File: src/rtl/ram_arbiter.sv
// rtl/ram_arbiter.sv - two-master single-port RAM arbiter with M1 starvation guard
//
// Ports:
//   clk, rst          clock and synchronous active-low reset
//   m0_*              read/write master: req/we/addr/sel/wdata in, ack/rdata out
//   m1_*              read-only master: req/addr in, ack/rdata out
//   ram_*             RAM command out (ce/we/addr/sel/wdata), ram_rdata in
module ram_arbiter #(
  parameter int ADDR_W       = 32,
  parameter int DATA_W       = 32,
  parameter int STARVE_LIMIT = 4
) (
  input  logic                  clk,
  input  logic                  rst,
  input  logic                  m0_req,
  input  logic                  m0_we,
  input  logic [ADDR_W-1:0]     m0_addr,
  input  logic [DATA_W/8-1:0]   m0_sel,
  input  logic [DATA_W-1:0]     m0_wdata,
  output logic                  m0_ack,
  output logic [DATA_W-1:0]     m0_rdata,
  input  logic                  m1_req,
  input  logic [ADDR_W-1:0]     m1_addr,
  output logic                  m1_ack,
  output logic [DATA_W-1:0]     m1_rdata,
  output logic                  ram_ce,
  output logic                  ram_we,
  output logic [ADDR_W-1:0]     ram_addr,
  output logic [DATA_W/8-1:0]   ram_sel,
  output logic [DATA_W-1:0]     ram_wdata,
  input  logic [DATA_W-1:0]     ram_rdata
);

  typedef enum logic [1:0] {IDLE, ACC0, ACC1} state_e;

  localparam logic [3:0] LIMIT = 4'(STARVE_LIMIT);

  state_e              state_q, state_d;
  logic [3:0]          starve_cnt_q, starve_cnt_d;
  logic                m0_ack_q, m1_ack_q;
  logic [DATA_W-1:0]   m0_rdata_q, m0_rdata_d;
  logic [DATA_W-1:0]   m1_rdata_q, m1_rdata_d;
  logic                elig0, elig1;

  // A master whose access is ending this cycle still holds req for that
  // same transaction, so it cannot be re-granted at this edge.
  always_comb begin
    elig0 = m0_req && (state_q != ACC0);
    elig1 = m1_req && (state_q != ACC1);

    state_d = IDLE;
    if (elig0 && elig1) begin
      state_d = (starve_cnt_q == LIMIT) ? ACC1 : ACC0;
    end else if (elig0) begin
      state_d = ACC0;
    end else if (elig1) begin
      state_d = ACC1;
    end

    starve_cnt_d = starve_cnt_q;
    if (!m1_req || (state_d == ACC1)) begin
      starve_cnt_d = 4'd0;
    end else if ((state_d == ACC0) && (starve_cnt_q != LIMIT)) begin
      starve_cnt_d = starve_cnt_q + 4'd1;
    end

    // Writes leave m0_rdata untouched.
    m0_rdata_d = m0_rdata_q;
    m1_rdata_d = m1_rdata_q;
    if ((state_q == ACC0) && !m0_we) m0_rdata_d = ram_rdata;
    if (state_q == ACC1)             m1_rdata_d = ram_rdata;
  end

  // RAM command follows the registered grant; forced quiet during reset so
  // an access interrupted by reset can never commit a write.
  always_comb begin
    ram_ce    = 1'b0;
    ram_we    = 1'b0;
    ram_addr  = '0;
    ram_sel   = '0;
    ram_wdata = '0;
    if (rst) begin
      case (state_q)
        ACC0: begin
          ram_ce    = 1'b1;
          ram_we    = m0_we;
          ram_addr  = m0_addr;
          ram_sel   = m0_sel;
          ram_wdata = m0_wdata;
        end
        ACC1: begin
          ram_ce    = 1'b1;
          ram_addr  = m1_addr;
          ram_sel   = '1;
        end
        default: ;
      endcase
    end
  end

  always_ff @(posedge clk) begin
    if (!rst) begin
      state_q      <= IDLE;
      starve_cnt_q <= 4'd0;
      m0_ack_q     <= 1'b0;
      m1_ack_q     <= 1'b0;
      m0_rdata_q   <= '0;
      m1_rdata_q   <= '0;
    end else begin
      state_q      <= state_d;
      starve_cnt_q <= starve_cnt_d;
      m0_ack_q     <= (state_q == ACC0);
      m1_ack_q     <= (state_q == ACC1);
      m0_rdata_q   <= m0_rdata_d;
      m1_rdata_q   <= m1_rdata_d;
    end
  end

  assign m0_ack   = m0_ack_q;
  assign m1_ack   = m1_ack_q;
  assign m0_rdata = m0_rdata_q;
  assign m1_rdata = m1_rdata_q;

endmodule

File: config.mk
export PLATFORM = sky130hd
export DESIGN_NAME = ram_arbiter
export DESIGN_NICKNAME = d
export VERILOG_FILES = /design/src/rtl/ram_arbiter.sv
export SDC_FILE = /design/constraint.sdc
export NUM_CORES = 1
export LEC_CHECK = 0
export ABC_AREA = 1
export ABC_CLOCK_PERIOD_IN_PS = 2420
export BUFFER_PORTS_ARGS = -buffer_cell sky130_fd_sc_hd__clkbuf_2
export CAP_MARGIN = 15
export CORE_AREA = 2 2 107 109
export DETAILED_ROUTE_END_ITERATION = 6
export DIE_AREA = 0 0 109 111
export GPL_TIMING_DRIVEN = 1
export PLACE_DENSITY = 0.63
export SYNTH_ARGS = -nofsm -noshare
export SYNTH_HDL_FRONTEND = slang
export SYNTH_SLANG_ARGS = --single-unit
File: constraint.sdc
create_clock -name clk -period 2.42 [get_ports clk]
set_input_delay 0.484 -clock clk [delete_from_list [all_inputs] [get_ports clk]]
set_output_delay 0.484 -clock clk [all_outputs]
set_load 0.02 [all_outputs]
# Yosys cells after proc, flatten, opt, wreduce, memory -nomap -nowiden
# Index checks and enable logic that the tools add are counted.
# op_classes
reduce_logical	10
n_eq_ne	8
n_addsub	1
mux	14
bitwise	1
# ops
operator	n
$mux W32	3
$pmux W32 S2	1
$mux W2	4
$pmux W4 S2	1
$logic_and A1 B1 Y1	5
$add A4 B1 Y4 const B	1
$eq A2 B1 Y1 const B	2
$eq A2 B2 Y1 const B	2
$eq A4 B3 Y1 const B	1
$mux W1	4
$mux W4	1
$ne A4 B3 Y1 const B	1
$reduce_or A2 Y1	2
$logic_not A1 Y1	2
$ne A2 B1 Y1 const B	1
$ne A2 B2 Y1 const B	1
$logic_or A1 B1 Y1	1
$not A1 Y1	1
# word_totals
reg_bits	72
in_bits	137
elab_cells	40
out_inout_bits	136

# Longest topological paths before layout
# depth
depth_word	8
depth_mapped	9
mapped_depth_nobuf	9

# Worst setup path before layout
# OpenSTA, ideal clock, no wires.
# synth_timing
path_kind	register to output
start	register state_q[0]
end	output port ram_addr[25]
required_time_ns	1.936
path_slack_ns	0.467
path_stages_with_launch	7
path_buffers	1
t_arrival_ns	1.469
cell_sequence	dfxtp_1 inv_1 ha_1 nor2_4 inv_2 buf_4 a21oi_1
# synth_between
elab_chain_cells	3
elab_cells_between_ends	4
cone_classes	2 x eq/ne; 2 x mux
# synth_lines
item	line	text
from (decl)	38	state_e state_q, state_d;
from (signal assigned)	110	state_q <= state_d;
$eq A2 B2 Y1 / $eq A2 B1 Y1 (equally long branches)	83	case (state_q)
$pmux W32 S2 *	83	
$mux W32 *	82	if (rst) begin
to (decl)	28	output logic [ADDR_W-1:0] ram_addr,
# Mark *: on every way between the ends. The rest lies on a longest branch, timed or not.

# Worst setup path after layout
# layout_timing
start	register state_q[1]
end	output port ram_addr[14]
# The elaborated chain is that of the path after synthesis.

==> impl_results.md <==
- Outcome: finished clean
- Final Max Slew Viols: 0
- WP data arrival: 1.75 ns
- Metal3 WL: 941 um
- Number of global-route vias before repair: 3555
- Number of max-cap violations: 0
- Diode count: 0
- Crit path buf inv count: 3
- Sinks on Clock Net: 72
- CP Capture Type: primary output
- Static Leak: 2.88 nW
- Setup Skew: 0.00742 ns
- Slew Limit Headroom: 0.279
- Detailed Routing Iterations Pass 1: 4
- Nets@finish: 918
- Setup TNS: 0 ns
- Hold_sp: ram_rdata[10]
- HPWL Detailed: 8470 um
- Asr flop ratio synth: 0
- Crit Path Class: reg -> out
- R2R Path Start: state_q[0]
- Core area: 0.0111 mm2
- Routed WL: 11500 um
- IO buf count: 272
- Slowest stage cell, crit path: ha_1
- CP top delay family: buffers and inverters
- Maximum vdd ir drop: 0.000504 V
- R2R setup slack: 0.54 ns
- Number of remaining DRC errors: 0
- Max Clock Freq: 447 MHz
- First-pass GRT wire length: 17400 um
- Die W: 109 um
- Synthesized cell area: 0.00339 mm2
- Tcrit/Tclk final: 0.925
- Top FF cell, synth: dfxtp_1
- EDFF count, synth: 0
- Largest net degree at the start of global routing: 45
- Pwr dens: 614 mW/mm2
- Hold Path Cell Cnt: 3
- CTS Buf Count: 9
- Endpoint of the worst hold path: m0_rdata[10]
- Post-CTS Setup Bufs: 0
- Initial antenna violation count: 0
- Register-to-Register Path Depth: 6
- Setup violations, final: 0
- Final hold vios: 0
- Top-count cell post-synth: nor2_1
- Num rows: 39
- Syn Nets: 660
- Wire per inst: 12.4 um
- Final WS setup: 0.181 ns
- Root Driver: clkbuf_16
- Routed vias: 3973
- Worst path cell trace: inv_1, ha_1, buf_12, nand2_1, a21oi_1, clkbuf_2
- Die Y: 111 um
- Reg-to-reg endpoint: m1_rdata[14]
- Post-synth top area share: 0.425
- Dpl ws: 0.410 ns
- Post-layout util: 0.468
- Vias per inst: 4.30
- DIE AREA: 0.0121 mm2
- DR top layer: met4
- RSZ-0062 raised after global routing: no
- H-tree depth: 3
- Reg clk slew, reported paths: 0.06 ns
- Synth unique cells: 19
- Required @ worst endpoint: 1.94 ns
- IO Pins: 273
- Crit-path max FO: 30
- Main area contributors after synthesis: dfxtp_1, nor2_1, nand2_1
- Yosys warns: 0
- Setup crit start kind: flip-flop
- Cells after Synth: 519
- Yosys reg bits: 72
- DRT iter0 DRCs: 215
- Wire length on met1: 4760 um
- DR WL met2: 5680 um
- Worst-Margin Slew: 1.08 ns
- Commonest cells post-synth: nor2_1, nand2_1, dfxtp_1
- Fillers: 1173
- Hold-fix buffers at CTS: 0
- Initial Util: 0.306
- Slowest stage delay, CP: 0.38 ns
- Min-Delay Path Class: in -> reg
- Sequential fraction of the synthesis area: 0.425
- Clock buffer depth: 2
- Antenna-violating nets left: 0
- Period minus WS final: 2.24 ns
- P&R area growth vs syn: 52.8%
- Layout cells sized above 1: 0.399
- Clk Latency, worst-skew pair: 0.32 ns
- Post-cts resize count: 0
- Area leader, netlist: dfxtp_1
- Hold slack: 0.405 ns
- CTS tree: yes
- Overall global routing resource usage: 0.181
- Grt ovf: 0
- Syn avg cell area: 6.54 um2
- Final GP Congestion: 0.735
-- per-stage QoR --
step	std cells	instance area, um2	power, W
after floorplan	519	3390	0.00159
after global placement	908	4850	0.00183
after detailed placement	908	4850	0.00183
after CTS	924	5160	0.00322
after global routing	925	5190	0.00334
final	925	5190	0.00318
-- worst max path at each step --
stage                     from            to  slack, ns  cells past startpoint
floorplan           state_q[0]  ram_addr[25]       0.47                      6
global placement    state_q[1]  m0_rdata[21]       0.49                      7
detailed placement  state_q[1]  m0_rdata[19]       0.41                      7
CTS                 state_q[1]  ram_addr[10]       0.13                      6
global route        state_q[1]  ram_addr[10]       0.01                      6
finish              state_q[1]  ram_addr[14]       0.18                      6
-- cell families (layout without fill, tap and decap cells) --
kind of cell | Yosys count | count (layout) | share of synthesized area
flops | 72 | 72 | 0.425
xor+xnor | 1 | 1 | 0.00258
simple gates | 255 | 255 | 0.288
buf+inv | 83 | 346 | 0.106
fa+ha+maj | 4 | 4 | 0.0147
compound gates | 104 | 104 | 0.164
-- layer usage --
metal | vias to the layer above | track usage
li1 | 2120 | -
met1 | 1711 | 0.212
met2 | 136 | 0.319
met3 | 6 | 0.0553
met4 | 0 | 0.0453
met5 | - | 0
-- registers in the layout (all words and copies together), names as in the netlist --
name,count
m0_ack,1
m0_rdata,32
m1_ack,1
m1_rdata,32
starve_cnt_q,4
state_q,2
-- tightest hold or removal path: stages --
cell      delay, ns
clkbuf_2       0.09
nor2_1         0.04
nor2_1         0.08
-- power by group --
| group | total [W] | switching (W) | internal [W] |
|---|---|---|---|
| clock network | 0.00138 | 0.000478 | 0.000898 |
| logic | 0.000531 | 0.000330 | 0.000201 |
| registers | 0.00128 | 0.0000302 | 0.00125 |
| total | 0.00318 | 0.000838 | 0.00235 |
-- layout by cell type (no fill, tap or decap) --
cell type	synthesis	layout
clkbuf_2	1	272
nor2_1	168	168
nand2_1	82	82
dfxtp_1	72	72
o21ai_0	56	56
inv_1	46	46
a21oi_1	30	30
a21oi_2	10	10
clkbuf_16	0	9
o21ai_1	8	8
buf_4	4	6
inv_2	3	3
ha_1	4	3
clkinv_2	0	3
nor2_4	2	2
nand3_1	2	2
bufinv_16	0	2
buf_12	0	2
xor2_1	1	1
nand4_1	1	1
ha_2	0	1
clkbuf_1	9	1
clkinv_4	0	1
buf_16	0	1
-- layout make-up --
class,count,area [um2],area share
multi-input combinational,364,1600,0.308
clock buffer,10,229,0.0441
sequential,72,1440,0.278
timing repair buffer,281,1470,0.284
inverter,49,184,0.0355
clock inverter,6,83.8,0.0162
tap,143,179,0.0345
(Power assumes the default switching activity.)
